===== src/rtl/ula_arbiter_if.sv =====
// rtl/ula_arbiter_if.sv - request/grant bundle between requesters and the ALU select arbiter
interface ula_arbiter_if;
   logic [7:0] req;
   logic [7:0] gnt;
   logic [2:0] sel;
   logic       busy;

   modport master (output req, input gnt, input sel, input busy);
   modport slave  (input req, output gnt, output sel, output busy);
endinterface


===== src/rtl/ula_arbiter.sv =====
// rtl/ula_arbiter.sv - round-robin owner arbiter for the ALU result mux with bounded hold time
module ula_arbiter #(
   parameter int unsigned MAX_HOLD = 4
) (
   input logic          clk,
   input logic          rst,
   ula_arbiter_if.slave bus
);

   localparam logic [3:0] MAX_HOLD_C = 4'(MAX_HOLD);

   typedef enum logic {IDLE, GRANT} state_t;

   state_t     state_q, state_d;
   logic [2:0] ptr_q,   ptr_d;
   logic [3:0] cnt_q,   cnt_d;
   logic [7:0] gnt_q,   gnt_d;
   logic [2:0] sel_q,   sel_d;

   logic       release_w;
   logic [2:0] search_start;
   logic       found;
   logic [2:0] found_idx;

   // An owner gives up the mux when it drops its request or has used its full hold budget.
   assign release_w = (state_q == GRANT) && (!bus.req[sel_q] || (cnt_q == MAX_HOLD_C));

   // On release the search begins just past the outgoing owner, so it sees the updated pointer in the same edge.
   assign search_start = release_w ? (sel_q + 3'd1) : ptr_q;

   // Find the first requester at or after search_start, wrapping 7 -> 0.
   always_comb begin
      logic [2:0] idx;
      found     = 1'b0;
      found_idx = 3'd0;
      idx       = 3'd0;
      for (int i = 0; i < 8; i++) begin
         idx = search_start + i[2:0];
         if (!found && bus.req[idx]) begin
            found     = 1'b1;
            found_idx = idx;
         end
      end
   end

   // Next-state logic: grant from IDLE, hold/count in GRANT, hand over or go idle on release.
   always_comb begin
      state_d = state_q;
      ptr_d   = ptr_q;
      cnt_d   = cnt_q;
      gnt_d   = gnt_q;
      sel_d   = sel_q;
      case (state_q)
         IDLE: begin
            gnt_d = 8'h00;
            cnt_d = 4'd0;
            if (found) begin
               state_d = GRANT;
               gnt_d   = 8'h01 << found_idx;
               sel_d   = found_idx;
               cnt_d   = 4'd1;
            end
         end
         GRANT: begin
            if (release_w) begin
               ptr_d = sel_q + 3'd1;
               if (found) begin
                  gnt_d = 8'h01 << found_idx;
                  sel_d = found_idx;
                  cnt_d = 4'd1;
               end else begin
                  state_d = IDLE;
                  gnt_d   = 8'h00;
                  cnt_d   = 4'd0;
               end
            end else begin
               cnt_d = cnt_q + 4'd1;
            end
         end
         default: begin
            state_d = IDLE;
            gnt_d   = 8'h00;
            cnt_d   = 4'd0;
         end
      endcase
   end

   // State register; reset clears ownership and restarts the search at requester 0.
   always_ff @(posedge clk) begin
      if (rst) begin
         state_q <= IDLE;
         ptr_q   <= 3'd0;
         cnt_q   <= 4'd0;
         gnt_q   <= 8'h00;
         sel_q   <= 3'd0;
      end else begin
         state_q <= state_d;
         ptr_q   <= ptr_d;
         cnt_q   <= cnt_d;
         gnt_q   <= gnt_d;
         sel_q   <= sel_d;
      end
   end

   assign bus.gnt  = gnt_q;
   assign bus.sel  = sel_q;
   assign bus.busy = |gnt_q;

endmodule


===== src/flat_wrapper.sv =====
// flat-port wrapper written by rule: the top's interface ports become plain ports
module ula_arbiter_flat 
#(
   parameter int unsigned MAX_HOLD = 4
)
  (clk, rst, bus_req, bus_gnt, bus_sel, bus_busy);
  ula_arbiter_if bus_i ();
  input logic clk;
  input logic rst;
  input wire logic [$bits(bus_i.req)-1:0] bus_req;
  output wire logic [$bits(bus_i.gnt)-1:0] bus_gnt;
  output wire logic [$bits(bus_i.sel)-1:0] bus_sel;
  output wire logic [$bits(bus_i.busy)-1:0] bus_busy;
  assign bus_i.req = bus_req;
  assign bus_gnt = bus_i.gnt;
  assign bus_sel = bus_i.sel;
  assign bus_busy = bus_i.busy;
  ula_arbiter #(.MAX_HOLD(MAX_HOLD)) u_core (.clk(clk), .rst(rst), .bus(bus_i));
endmodule

===== config.mk =====
export PLATFORM = sky130hd
export DESIGN_NAME = ula_arbiter_flat
export DESIGN_NICKNAME = d
export VERILOG_FILES = /design/src/rtl/ula_arbiter_if.sv /design/src/rtl/ula_arbiter.sv /design/src/flat_wrapper.sv
export SDC_FILE = /design/constraint.sdc
export NUM_CORES = 1
export LEC_CHECK = 0
export BUFFER_PORTS_ARGS = -buffer_cell sky130_fd_sc_hd__buf_2
export CORE_UTILIZATION = 45
export DETAILED_ROUTE_END_ITERATION = 16
export HOLD_SLACK_MARGIN = 0.03
export SYNTH_ARGS = -nofsm -noshare
export SYNTH_HDL_FRONTEND = slang
export SYNTH_SLANG_ARGS = --single-unit

===== constraint.sdc =====
create_clock -name clk -period 6.45 [get_ports clk]
set_clock_uncertainty 0.15 [all_clocks]
set_input_delay 0.3225 -clock clk [delete_from_list [all_inputs] [get_ports clk]]
set_output_delay 0.3225 -clock clk [all_outputs]
set_load 0.1 [all_outputs]

==> reports/qor.txt <==
TNS Setup: 0 ps
PostCTS Resize Cnt: 0
R2R setup slack: 1290 ps
Worst setup EP type: flip-flop
clk_lat worst skew: 250 ps
Compound-Gate Fraction of Synth Area: 31.94%
Synth Cell Area: 2217 µm²
Layout fillers: 450
CP max-delay cell: dfxtp_1
synth unique cells: 68
CTS tree: done
proportion of synthesized area in mux cells: 16.82%
Max Freq: 193.7 MHz
Core Rows: 25
Power Density: 589.7 nW/µm²
dominant synthesized flop cell: dfxtp_1
Vias: 2259
setup violators final: 0
register area share after synthesis: 17.16%
DR iter-0 viols: 199
Die Width: 72.19 µm
CP required: 6500 ps
Routed wire per std cell: 17.81 µm
CTS root buf: clkbuf_8
hpwl dp: 4773 µm
Longest Clk Path Bufs: 2
Nets: 301
die area: 5211 µm²
gr usage total: 24.46%
Post-synth EDFFs: 0
Hold Path Class: in2reg
IO Pins: 22
cell mode on critical path: mux2i_1
Synth Register Bits: 19
pin count of the biggest net entering global routing: 18
Post-Synth Adder-Cell Area: 2.822%
Design Area, Final: 2396 µm²
RSZ-0062 raised after global routing: false
post-route ant nets: 0
CP Class: reg2reg
CP max FO: 16
CP max stage delay: 670 ps
CTS sink cnt: 19
ANT cells: 0
Period Utilization, post-route: 80.06%
fin. max-slew vios: 0
I/O Buffers: 21
Max-Cap Viols: 0
worst-path cell chain: mux2_2 -> nor3_2 -> o31ai_4 -> mux2i_1 -> buf_4 -> clkinv_1 -> ha_1 -> xnor2_2 -> mux2i_1 -> mux2i_2 -> nor2_1 -> a311o_1 -> a211oi_2 -> a22o_1
number of global-route vias before repair: 1965
XOR/XNOR Fraction of Synth Area: 3.047%
Setup Buffers After CTS: 0
core footprint: 4723 µm²
drt pass-1 iters: 5
Final Hold Fails: 0
GRT overflow: 0
Worst Path Arrival: 5220 ps
Placed Area: 2350 µm²
Max H-tree Level: 1
Final GP Congestion: 0.9856
main combinational cell family by area after synthesis: compound AO/OA/AOI/OAI gates
Synth Area in Simple Gates: 23.48%
synthesized net count: 287
CTS clk-pin slew, worst paths: 70 ps
syn avg cell area: 8.151 µm²
final WL: 6270 µm
Max transition margin: 46.18%
Yosys warning total: 0
layout cells sized above 1: 20.70%
area delta synth->final: 8.070%
Post-Synthesis Cells: 272
minimum clock period: 5164 ps
LEAKAGE: 0.0009427 µW
Residual DRC: 0
total clock buffers created by CTS: 3
hold_buf cts: 0
initial antenna violation count: 0
Slew @ Worst Pin: 802.5 ps
status: finished, final reports clean
Die H: 72.19 µm
vias per cell: 6.418
worst vdd ir: 307.4 µV
Setup crit start kind: flip-flop
ys async rst share: 0%
Starting Density: 46.94%
first-pass GRT wire length: 9998 µm
==> logic make-up (layout without fill, tap and decap cells) <==
logic type               Yosys count  after routing
AO/OA/AOI/OAI                     96             96
AND/OR/NAND/NOR                   96             96
multiplexers                      28             28
buffers and inverters             22             35
flip-flops                        19             19
XOR/XNOR                           6              6
adder cells (fa/ha/maj)            5              5
==> final cells by class <==
type	instances	area (µm²)	area share (%)
multi-input cells	231	1732	72.27
flip-flops and latches	19	380.4	15.87
repair buffers	24	127.6	5.326
well taps	67	83.83	3.499
clock buffers	3	41.29	1.723
inverters	7	26.28	1.097
clock inverters	1	5.005	0.2089
==> state kept, by name (all words and copies together) (netlist names) <==
name / count
u_core.state_q: 1
u_core.bus.sel: 3
u_core.ptr_q: 3
u_core.cnt_q: 4
u_core.bus.gnt: 8
==> synthesized netlist by cell type (6+ instances only) <==
cell | number | share of area [%]
inv_1 | 6 | 1.0
mux2i_1 | 13 | 5.9
nand2_1 | 22 | 3.7
a21oi_1 | 13 | 2.9
a22o_1 | 9 | 3.6
nor4_1 | 7 | 2.0
dfxtp_1 | 19 | 17
nor2_1 | 15 | 2.5
a211oi_1 | 6 | 2.0
o22ai_1 | 6 | 1.7
a31oi_1 | 6 | 1.7
clkbuf_1 | 9 | 1.5
nand3_1 | 16 | 3.6
o21ai_0 | 15 | 3.4
and2_1 | 6 | 1.7
==> cells in the final DEF (no fill, tap or decap), types with 4 or more instances in the layout <==
master | synthesis | routed
a211oi_1 | 6 | 6
a22o_1 | 9 | 9
dfxtp_1 | 19 | 19
ha_1 | 5 | 5
o21ai_0 | 15 | 15
and2_1 | 6 | 6
mux2_4 | 4 | 4
mux2i_1 | 13 | 13
inv_1 | 6 | 6
o22ai_1 | 6 | 6
nand2_1 | 22 | 22
nand3_1 | 16 | 16
a21oi_1 | 13 | 13
nor2_1 | 15 | 15
o211ai_1 | 4 | 4
nor3_1 | 5 | 5
mux4_2 | 5 | 5
a31oi_1 | 6 | 6
buf_2 | 3 | 21
nor4_1 | 7 | 7
a21boi_0 | 5 | 5
mux2_2 | 5 | 5
==> metrics by stage <==
stage                     power, µW  setup WS [ps]  hold slack, ps  util (%)  std cells
after global routing           1513          902.5           210.6     50.73        352
after CTS                      1401           1347           207.1     50.73        352
after global placement         1326           1455           340.0     49.75        348
after floorplan                1118           1486           319.6         -        272
final                          1413           1286           221.3     50.73        352
after detailed placement       1313           1374           345.1     49.75        348
==> routing by layer <==
metal  vias to the layer above  global-route usage (%)  share of wire, %
met2                        81                   38.53                47
met1                      1082                   36.17                47
li1                       1088                       -                 -
met4                         0                   5.011               1.5
met5                         -                       0                 0
met3                         8                   2.500               4.6
==> power by group <==
| part | total [µW] | switching (µW) | internal, µW |
|---|---|---|---|
| sequential | 185 | 40.4 | 145 |
| clock | 83.3 | 40.3 | 42.9 |
| combinational | 1140 | 760 | 384 |
| total | 1410 | 841 | 572 |
==> worst max-delay path: cells and delay by family (launching register included) <==
kind            cells  cell delay, ps
compound gates      4            1170
buf+inv             2             450
simple gates        2             710
flops               1             670
fa+ha+maj           1             350
mux                 4            1190
xor+xnor            1             410
==> path summary, 6_finish.rpt <==
| path | startpoint | endpoint | depth (start not counted) |
|---|---|---|---|
| hold / removal | rst | u_core.bus.sel[0] | 2 |
| setup reg to reg | u_core.bus.sel[0] | u_core.bus.gnt[0] | 14 |
| setup / recovery | u_core.bus.sel[0] | u_core.bus.gnt[0] | 14 |
| hold reg to reg | u_core.cnt_q[0] | u_core.cnt_q[0] | 1 |
Power figures use the tool's default switching activity.
